===== src/rtl/fifo_pkg.sv =====
// Shared sizing and reset constants for the FIFO pointer/flag controller.
package fifo_pkg;
  localparam int DEF_ADDR_SIZE = 2;
  localparam int PTR_W = DEF_ADDR_SIZE + 1;
  localparam logic [PTR_W-1:0] PTR_RST = '0;
endpackage


===== src/rtl/fifo_ctrl_if.sv =====
// Producer/consumer request and memory-control bundle for fifo_ctrl.
// Error flags exist only when FIFO_ERR_FLAGS_EN is defined.
interface fifo_ctrl_if #(
  parameter int FIFO_ADDRESS_SIZE = fifo_pkg::DEF_ADDR_SIZE
);
  logic                         wr_req;
  logic                         rd_req;
  logic                         cw_en;
  logic                         cr_en;
  logic [FIFO_ADDRESS_SIZE:0]   w_ptr;
  logic [FIFO_ADDRESS_SIZE:0]   r_ptr;
  logic                         full;
  logic                         empty;
  logic [FIFO_ADDRESS_SIZE:0]   count;
  logic                         rvalid;
`ifdef FIFO_ERR_FLAGS_EN
  logic                         overflow;
  logic                         underflow;
`endif

  modport master (
    output wr_req, rd_req,
    input  cw_en, cr_en, w_ptr, r_ptr, full, empty, count, rvalid
`ifdef FIFO_ERR_FLAGS_EN
    , input overflow, underflow
`endif
  );

  modport slave (
    input  wr_req, rd_req,
    output cw_en, cr_en, w_ptr, r_ptr, full, empty, count, rvalid
`ifdef FIFO_ERR_FLAGS_EN
    , output overflow, underflow
`endif
  );
endinterface


===== src/rtl/fifo_ptr.sv =====
// Wrap-bit-extended FIFO pointer: increments by one on en, modulo 2^W.
// Single-cycle update; synchronous active-high reset has priority.
module fifo_ptr import fifo_pkg::*; #(
  parameter int W = PTR_W
) (
  input  logic         clk,
  input  logic         rst,
  input  logic         en,
  output logic [W-1:0] ptr
);
  always_ff @(posedge clk) begin
    if (rst) begin
      ptr <= W'(PTR_RST);
    end else if (en) begin
      ptr <= ptr + W'(1);
    end
  end
endmodule


===== src/rtl/fifo_ctrl.sv =====
// FIFO pointer/flag controller: gated strobes, pointers, full/empty/count, rvalid one cycle after cr_en.
// Full rejects writes, empty rejects reads; sticky overflow/underflow only with FIFO_ERR_FLAGS_EN.
module fifo_ctrl import fifo_pkg::*; #(
  parameter int FIFO_ADDRESS_SIZE = DEF_ADDR_SIZE
) (
  input  logic        clk,
  input  logic        rst,
  fifo_ctrl_if.slave  bus
);
  localparam int AW = FIFO_ADDRESS_SIZE;
  localparam int PW = FIFO_ADDRESS_SIZE + 1;

  logic [PW-1:0] w_ptr;
  logic [PW-1:0] r_ptr;
  logic          full;
  logic          empty;
  logic          cw_en;
  logic          cr_en;
  logic          rvalid_q;

  assign empty = (w_ptr == r_ptr);
  assign full  = (w_ptr[AW] != r_ptr[AW]) && (w_ptr[AW-1:0] == r_ptr[AW-1:0]);

  // Strobes are killed during reset so the memory never sees a write that the pointers discard.
  assign cw_en = bus.wr_req & ~full  & ~rst;
  assign cr_en = bus.rd_req & ~empty & ~rst;

  fifo_ptr #(.W(PW)) u_wptr (
    .clk (clk),
    .rst (rst),
    .en  (cw_en),
    .ptr (w_ptr)
  );

  fifo_ptr #(.W(PW)) u_rptr (
    .clk (clk),
    .rst (rst),
    .en  (cr_en),
    .ptr (r_ptr)
  );

  // Tracks the memory's registered read output.
  always_ff @(posedge clk) begin
    if (rst) begin
      rvalid_q <= 1'b0;
    end else begin
      rvalid_q <= cr_en;
    end
  end

`ifdef FIFO_ERR_FLAGS_EN
  logic overflow_q;
  logic underflow_q;

  always_ff @(posedge clk) begin
    if (rst) begin
      overflow_q  <= 1'b0;
      underflow_q <= 1'b0;
    end else begin
      if (bus.wr_req && full)  overflow_q  <= 1'b1;
      if (bus.rd_req && empty) underflow_q <= 1'b1;
    end
  end

  assign bus.overflow  = overflow_q;
  assign bus.underflow = underflow_q;
`endif

  assign bus.cw_en  = cw_en;
  assign bus.cr_en  = cr_en;
  assign bus.w_ptr  = w_ptr;
  assign bus.r_ptr  = r_ptr;
  assign bus.full   = full;
  assign bus.empty  = empty;
  assign bus.count  = w_ptr - r_ptr;
  assign bus.rvalid = rvalid_q;
endmodule


===== src/flat_wrapper.sv =====
// flat-port wrapper written by rule: the top's interface ports become plain ports
module fifo_ctrl_flat import fifo_pkg::*;
#(
  parameter int FIFO_ADDRESS_SIZE = DEF_ADDR_SIZE
)
  (clk, rst, bus_wr_req, bus_rd_req, bus_cw_en, bus_cr_en, bus_w_ptr, bus_r_ptr, bus_full, bus_empty, bus_count, bus_rvalid);
  fifo_ctrl_if #(.FIFO_ADDRESS_SIZE(FIFO_ADDRESS_SIZE)) bus_i ();
  input  logic clk;
  input  logic rst;
  input wire logic [$bits(bus_i.wr_req)-1:0] bus_wr_req;
  input wire logic [$bits(bus_i.rd_req)-1:0] bus_rd_req;
  output wire logic [$bits(bus_i.cw_en)-1:0] bus_cw_en;
  output wire logic [$bits(bus_i.cr_en)-1:0] bus_cr_en;
  output wire logic [$bits(bus_i.w_ptr)-1:0] bus_w_ptr;
  output wire logic [$bits(bus_i.r_ptr)-1:0] bus_r_ptr;
  output wire logic [$bits(bus_i.full)-1:0] bus_full;
  output wire logic [$bits(bus_i.empty)-1:0] bus_empty;
  output wire logic [$bits(bus_i.count)-1:0] bus_count;
  output wire logic [$bits(bus_i.rvalid)-1:0] bus_rvalid;
  assign bus_i.wr_req = bus_wr_req;
  assign bus_i.rd_req = bus_rd_req;
  assign bus_cw_en = bus_i.cw_en;
  assign bus_cr_en = bus_i.cr_en;
  assign bus_w_ptr = bus_i.w_ptr;
  assign bus_r_ptr = bus_i.r_ptr;
  assign bus_full = bus_i.full;
  assign bus_empty = bus_i.empty;
  assign bus_count = bus_i.count;
  assign bus_rvalid = bus_i.rvalid;
  fifo_ctrl #(.FIFO_ADDRESS_SIZE(FIFO_ADDRESS_SIZE)) u_core (.clk(clk), .rst(rst), .bus(bus_i));
endmodule

===== config.mk =====
export PLATFORM = sky130hd
export DESIGN_NAME = fifo_ctrl_flat
export DESIGN_NICKNAME = d
export VERILOG_FILES = /design/src/rtl/fifo_pkg.sv /design/src/rtl/fifo_ctrl_if.sv /design/src/rtl/fifo_ptr.sv /design/src/rtl/fifo_ctrl.sv /design/src/flat_wrapper.sv
export SDC_FILE = /design/constraint.sdc
export NUM_CORES = 1
export LEC_CHECK = 0
export ABC_AREA = 1
export CORE_UTILIZATION = 25
export CTS_BUF_LIST = sky130_fd_sc_hd__clkbuf_8
export DETAILED_ROUTE_END_ITERATION = 16
export HOLD_SLACK_MARGIN = 0.05
export PLACE_DENSITY_LB_ADDON = 0.25
export SYNTH_ARGS = -nofsm -noshare
export SYNTH_HDL_FRONTEND = slang
export SYNTH_SLANG_ARGS = --single-unit

===== constraint.sdc =====
create_clock -name clk -period 2.83 [get_ports clk]
set_input_delay 0.566 -clock clk [delete_from_list [all_inputs] [get_ports clk]]
set_output_delay 0.566 -clock clk [all_outputs]
set_load 0.05 [all_outputs]

After elaboration in Yosys (flattened, before gate mapping)
Index checks and enable logic that the tools add are counted.
{"block": "totals", "reg_bits": 7, "input_bits": 4, "word_cells": 17}
{"block": "classes", "n_addsub": 3, "n_eq_ne": 3, "bitwise_logic": 7, "n_reduce_logical": 1}
{"op": "$add 3x1->3 const B", "n": 2}
{"op": "$and 1x1->1", "n": 4}
{"op": "$eq 3x3->1", "n": 1}
{"op": "$not 1->1", "n": 3}
{"op": "$sub 3x3->3", "n": 1}
{"op": "$eq 2x2->1", "n": 1}
{"op": "$logic_and 1x1->1", "n": 1}
{"op": "$ne 1x1->1", "n": 1}

Longest topological paths before layout
Gate-level depths: netlist (run 1).
{"block": "depth", "depth_word": 5, "ltp_mapped": 9, "depth_no_buf": 9}

Cells and area by module
Synthesis (run 1) repeated with hierarchy kept, for this count alone.
{"block": "unflattened", "cells_unflattened": 64, "area_unflattened_um2": 424.2}
{"module": "fifo_ptr", "n_inst": 2, "cells_per_inst": 17, "area_per_inst_um2": 125.1}
{"module": "fifo_ctrl", "n_inst": 1, "cells_per_inst": 30, "area_per_inst_um2": 173.9}

Least setup slack after synthesis (run 1)
OpenSTA, ideal clock, no wires.
{"block": "synth_path", "path_type": "register to output", "start": "reg u_core.u_rptr.ptr[0]", "end": "out bus_count[2]", "t_arrival_ns": 2.090, "slack_ns": 0.174, "path_stages_with_launch": 5, "path_buffers": 0, "path_cell_list": "dfxtp_1 ha_1 inv_1 fa_1 xor2_1"}
{"block": "synth_via", "elab_chain_cells": 1}
{"element": "from (decl)", "line": "fifo_ptr.sv:9", "source": "output logic [W-1:0] ptr"}
{"element": "from (signal assigned)", "line": "fifo_ptr.sv:13", "source": "ptr <= W'(PTR_RST);"}
{"element": "from (signal assigned)", "line": "fifo_ptr.sv:15", "source": "ptr <= ptr + W'(1);"}
{"element": "$sub 3x3->3", "line": "fifo_ctrl.sv:75", "source": "assign bus.count = w_ptr - r_ptr;"}
{"element": "to (decl)", "line": "flat_wrapper.sv:18", "source": "output wire logic [$bits(bus_i.count)-1:0] bus_count;"}
No other way between the ends.

Worst setup path after layout (run 1)
{"block": "layout_path", "start": "reg u_core.u_rptr.ptr[0]", "end": "out bus_count[1]"}
Same word-level chain as after synthesis.

==> results of run 1 <==
[placed cells by master, fill, tap and decap left out, drive strengths merged]
master / instances
nand2: 16
inv: 13
clkdlybuf4s50: 12
nand3: 8
dfxtp: 7
nor2: 6
ha: 4
buf: 4
a21oi: 4
clkbuf: 3
nand4: 2
xor2: 1
fa: 1
dlymetal6s2s: 1
[report_power, final]
group          internal [mW]  switching [mW]
Combinational         0.0665           0.146
Clock                 0.0941          0.0474
Sequential             0.107         0.00905
[worst min-delay path by stage]
stage          slack [ps]  cells past startpoint            startpoint              endpoint
2_1_floorplan         630                      1                   rst  u_core.u_rptr.ptr[1]
3_3_place_gp          490                      2  u_core.u_wptr.ptr[0]  u_core.u_wptr.ptr[0]
3_5_place_dp          510                      2  u_core.u_wptr.ptr[0]  u_core.u_wptr.ptr[0]
4_1_cts               510                      2  u_core.u_wptr.ptr[0]  u_core.u_wptr.ptr[0]
5_1_grt               530                      2  u_core.u_wptr.ptr[0]  u_core.u_wptr.ptr[0]
6_report              510                      2  u_core.u_wptr.ptr[0]  u_core.u_wptr.ptr[0]
[critical path, delay by kind of cell, from the launching register on]
family     cells  cell delay [ps]
fa+ha+maj      2              650
flops          1              400
buf+inv        2              840
[cell type report]
type	count	area [um^2]	area share
sequential	7	140	0.201
clock buffer	3	41.3	0.0592
tap	25	31.3	0.0449
inverter	12	45.0	0.0646
multi-input combinational	42	273	0.391
clock inverter	1	3.75	0.00539
timing repair buffer	17	163	0.233
[routing by layer]
metal | GRT usage | up-vias | share of wire
li1 | - | 232 | -
met5 | 0 | - | 0
met1 | 0.139 | 199 | 0.52
met2 | 0.162 | 11 | 0.43
met4 | 0.109 | 0 | 0.012
met3 | 0.0360 | 2 | 0.045
[Yosys cell counts]
| master | number |
|---|---|
| nand2_2 | 4 |
| a21oi_1 | 3 |
| nand2_1 | 12 |
| nand3_1 | 6 |
| nand4_1 | 2 |
| nand3_4 | 2 |
| ha_1 | 4 |
| xor2_1 | 1 |
| inv_1 | 12 |
| fa_1 | 1 |
| a21oi_2 | 1 |
| dfxtp_1 | 7 |
| nor2_1 | 6 |
[flip-flops by register name (all words and copies together) (netlist names)]
register,cells
u_core.bus.rvalid,1
u_core.u_rptr.ptr,3
u_core.u_wptr.ptr,3
[through the flow]
stage	worst slack (ps)	hold WS (ps)	area, um^2	utilization
2_1_floorplan	174	628	458	-
3_3_place_gp	308	494	649	0.376
3_5_place_dp	290	509	649	0.376
4_1_cts	45.2	514	694	0.402
5_1_grt	73.5	533	697	0.404
6_report	150	514	697	0.404
[logic make-up (layout without fill, tap and decap cells)]
| kind of cell | Yosys count | in the layout | synth area share |
|---|---|---|---|
| flip-flops | 7 | 7 | 0.306 |
| adder cells (fa/ha/maj) | 5 | 5 | 0.153 |
| XOR/XNOR | 1 | 1 | 0.0191 |
| AND/OR/NAND/NOR | 32 | 32 | 0.372 |
| AO/OA/AOI/OAI | 4 | 4 | 0.0519 |
| buffers and inverters | 12 | 33 | 0.0984 |
==> results.md, run 1 <==
- Synthesized area: 458 um^2
- CTS Hold Buffers Added: 0
- DRC viols: 0
- Unique cell type count in the Yosys netlist: 13
- CP cell instances: ha_1 > inv_1 > fa_1 > clkdlybuf4s50_1
- Cells after Synth: 61
- Worst skew pair latency: 230 ps
- Max clock buf depth: 2
- Max incr delay on CP: 790 ps
- Syn avg cell area: 7.51 um^2
- Flops & latches, synth: 7
- Initial antenna violation count: 0
- Starting Density: 0.265
- Global Route Usage Sum: 0.116
- RSZ-0062 raised after global routing: false
- FMAX: 373 MHz
- Max transition margin: 0.664
- Vias in the first global route: around 380
- Worst r2r dst: u_core.u_rptr.ptr[1]
- Peak VDD IR: 0.367 mV
- Antenna Nets Post-Route: 0
- Synth warnings: 0
- H-tree depth: 1
- Drt initial violations: 11
- Post-synth top area cell: dfxtp_1
- Status: finished clean
- Worst r2r src: u_core.u_rptr.ptr[1]
- CTS root buffer: clkbuf_8
- Top post-synthesis cells by area: dfxtp_1 31%, ha_1 11%, inv_1 9.8%
- Register area share after synthesis: 0.306
- Max-cap violations: 0
- Routed length per instance: 9.43 um
- R2r setup slk: 1370 ps
- Worst setup path startpoint: u_core.u_rptr.ptr[0]
- Vias: roughly 440
- DRT Wirelength: 1010 um
- Largest net degree at the start of global routing: 8
- Dpl hpwl: just under 800 um
- First-pass GRT wire length: 1590 um
- Fin cells: 107
- Nets: between 90 and 100
- Crit-path slowest cell: clkdlybuf4s50_1
- Final Skew: 0.481 ps
- Port Buf Inserts: 17
- Kind of critical path: flop to output pin
- Depth of the most critical reg-to-reg path: 8
- First-pass DRT Iterations: 4
- Post CTS Setup Buffer Count: 0
- Hold crit path type: flop to flop
- LEAKAGE: 0.336 nW
- Area grow syn2layout: 52.2%
- Overall power: 0.470 mW
- Startpoint types: flop
- Core area: between 1500 and 2000 um^2
- # IOs: 18
- Die footprint: around 2000 um^2
- Die X: 44.8 um
- Clk pin slew, worst setup/hold paths: 40 ps
- Post-synth top area share: 0.306
- Final worst-path cycle share: 0.947
- Worst-path maximum fanout: 5
- Gpl congestion: 0.690
- Inst Count DP: 103
- Grt total ovfl: 0
- Final Hold Viols: 0
- Setup violations, final: 0
- Tmin final: 2680 ps
- CTS tree: yes
- P per Cell Area: roughly 670 nW/um^2
- CP endpoint: bus_count[1]
- CTS resizes: 0
- Crit path arrival time: 2110 ps
- Required @ worst endpoint: 2260 ps
- Slew @ Worst Pin: 503 ps
- Diode count: 0
- Layout fillers: ~190
- Vias/cell: 4.15
- Die Span Y: roughly 45 um
- CP Capture Type: output pin
- CTS sink cnt: 7
- CTS buffer count: 3
- Slew Limit Fails: 0
- Net Count, Synth: 70
- Final setup TNS: 0 ps
- Share of cells above drive strength 1: 0.171
- Row count: 15
Power figures use the tool's default switching activity.
==> inputs of run 2 (changes only) <==
GPL_ROUTABILITY_DRIVEN = 0   (was default)
SKIP_CTS_REPAIR_TIMING = 1   (was default)
SLEW_MARGIN = 40   (was default)
==> results of run 2 <==
The final DEF is identical to that of run 1; final timing and power are the same.
==> inputs of run 3 (changes only) <==
SETUP_SLACK_MARGIN = 0.2   (was default)
==> results.md, run 3 (synthesis gave the netlist of run 1 again) <==
- Status: finished clean
- Setup violations, final: 0 (unchanged)
- Die Span Y: 44.8 um (unchanged)
- First-pass DRT Iterations: 4 (unchanged)
- Routed length per instance: 9.23 um (-2.1%)
- Tmin final: 2390 ps (-292 ps)
- FMAX: 419 MHz (+12%)
- Diode count: 0 (unchanged)
- Hold crit path type: flop to flop
- Dpl hpwl: 760 um (-2.3%)
- Register area: 140 um^2 (unchanged)
- Clk pin slew, worst setup/hold paths: 40 ps (about the same)
- Final Skew: 1.06 ps (+0.578 ps)
- Max incr delay on CP: 790 ps (about the same)
- RSZ-0062 raised after global routing: false
- Initial antenna violation count: 0 (unchanged)
- CTS buffer count: 3 (unchanged)
- CTS tree: yes
- Crit path top cell by count: inv_1
- Worst-path maximum fanout: 4 (-1)
- CP cell instances: inv_1 > ha_1 > inv_1 > clkdlybuf4s50_1
- Share of cells above drive strength 1: 0.207 (+0.0366)
- Die footprint: 2010 um^2 (unchanged)
- CP Capture Type: output pin
- Vias: 444 (unchanged)
- Row count: 15 (unchanged)
- Layout fillers: 184 (-4.2%)
- Peak VDD IR: 0.276 mV (-25%)
- Max transition margin: 0.666 (+0.00204)
- Slew @ Worst Pin: 499 ps (-3.80 ps)
- Core area: 1730 um^2 (unchanged)
- Antenna Nets Post-Route: 0 (unchanged)
- Final worst-path cycle share: 0.844 (-0.103)
- Commonest non-fill, non-tap cell in the layout: inv_1
- Largest net degree at the start of global routing: 8 (unchanged)
- Starting Density: 0.265 (unchanged)
- Area grow syn2layout: 55.5%
- Worst skew pair latency: 230 ps (about the same)
- # IOs: 18 (unchanged)
- CTS root buffer: clkbuf_8
- Overall power: 0.474 mW (+0.74%)
- Port Buf Inserts: 17 (unchanged)
- Required @ worst endpoint: 2260 ps (about the same)
- Vias/cell: 4.15 (unchanged)
- Most frequent cells in the layout: 13 x inv_1, 12 x nand2_1, 11 x clkdlybuf4s50_1
- Crit path arrival time: 1820 ps (-290 ps)
- Max-cap violations: 0 (unchanged)
- DRC viols: 0 (unchanged)
- CTS sink cnt: 7 (unchanged)
- LEAKAGE: 0.352 nW (+4.9%)
- Kind of critical path: flop to output pin
- Nets: 92 (unchanged)
- Startpoint types: flop
- DRT Wirelength: 988 um (-2.1%)
- H-tree depth: 1 (unchanged)
- Final setup TNS: 0 ps (unchanged)
- Global Route Usage Sum: 0.123 (+0.00740)
- Vias in the first global route: 392 (+3.7%)
- Slew Limit Fails: 0 (unchanged)
- First-pass GRT wire length: 1680 um (+5.6%)
- Die X: 44.8 um (unchanged)
- Worst path top cell family by delay: buffers and inverters
- CP bufs+invs: 3 (+1)
- Crit-path slowest cell: clkdlybuf4s50_1
- Area occupied by multi-input gates: 285 um^2 (+4.6%)
- Grt total ovfl: 0 (unchanged)
- P per Cell Area: 665 nW/um^2 (-1.4%)
- Drt initial violations: 2 (-9)
- Max clock buf depth: 2 (unchanged)
- Final Hold Viols: 0 (unchanged)
[run 3: report_power, final]
part	internal (mW)	switching [mW]	total (mW)
sequential	0.107	0.00924	0.116
combinational	0.0676	0.147	0.215
clock	0.0942	0.0483	0.143
total	0.269	0.205	0.474
[run 3: path summary, 6_finish.rpt]
kind              slack, ps                  from  cells after the start                    to
setup / recovery        440  u_core.u_wptr.ptr[0]                      4          bus_count[0]
hold / removal          520  u_core.u_wptr.ptr[0]                      2  u_core.u_wptr.ptr[0]
setup reg to reg       1370  u_core.u_rptr.ptr[1]                      8  u_core.u_rptr.ptr[1]
hold reg to reg         520  u_core.u_wptr.ptr[0]                      2  u_core.u_wptr.ptr[0]
[run 3: final cells by class]
type                       count  share of cell area
multi-input combinational     42               0.401
timing repair buffer          17               0.232
tap                           25              0.0439
sequential                     7               0.197
clock buffer                   3              0.0580
clock inverter                 1             0.00527
inverter                      12              0.0633
[run 3: worst reg2reg max path, delay by kind of cell (launching register included)]
family | cells | cell delay, ps
and+or+nand+nor | 4 | 360
buffers and inverters | 2 | 250
DFF | 1 | 410
adders and majority gates | 1 | 300
AOI/OAI and AO/OA | 1 | 100
[run 3: stage by stage]
step                      instances  hold slack, ps  instance area, um^2  setup slack [ps]   util
after floorplan                  61             628                  470               394      -
after global placement          103             492                  662               316  0.383
after detailed placement        103             513                  662               286  0.383
after CTS                       107             519                  707              33.1  0.409
after global routing            107             542                  712               345  0.412
final                           107             516                  712               443  0.412
[run 3: per-layer routing]
metal / wire [um] / track usage / vias to the layer above
met5: 0 / 0 / -
met1: 471 / 0.154 / 201
met4: 17 / 0.0909 / 0
li1: - / - / 230
met2: 459 / 0.162 / 11
met3: 38 / 0.0600 / 2
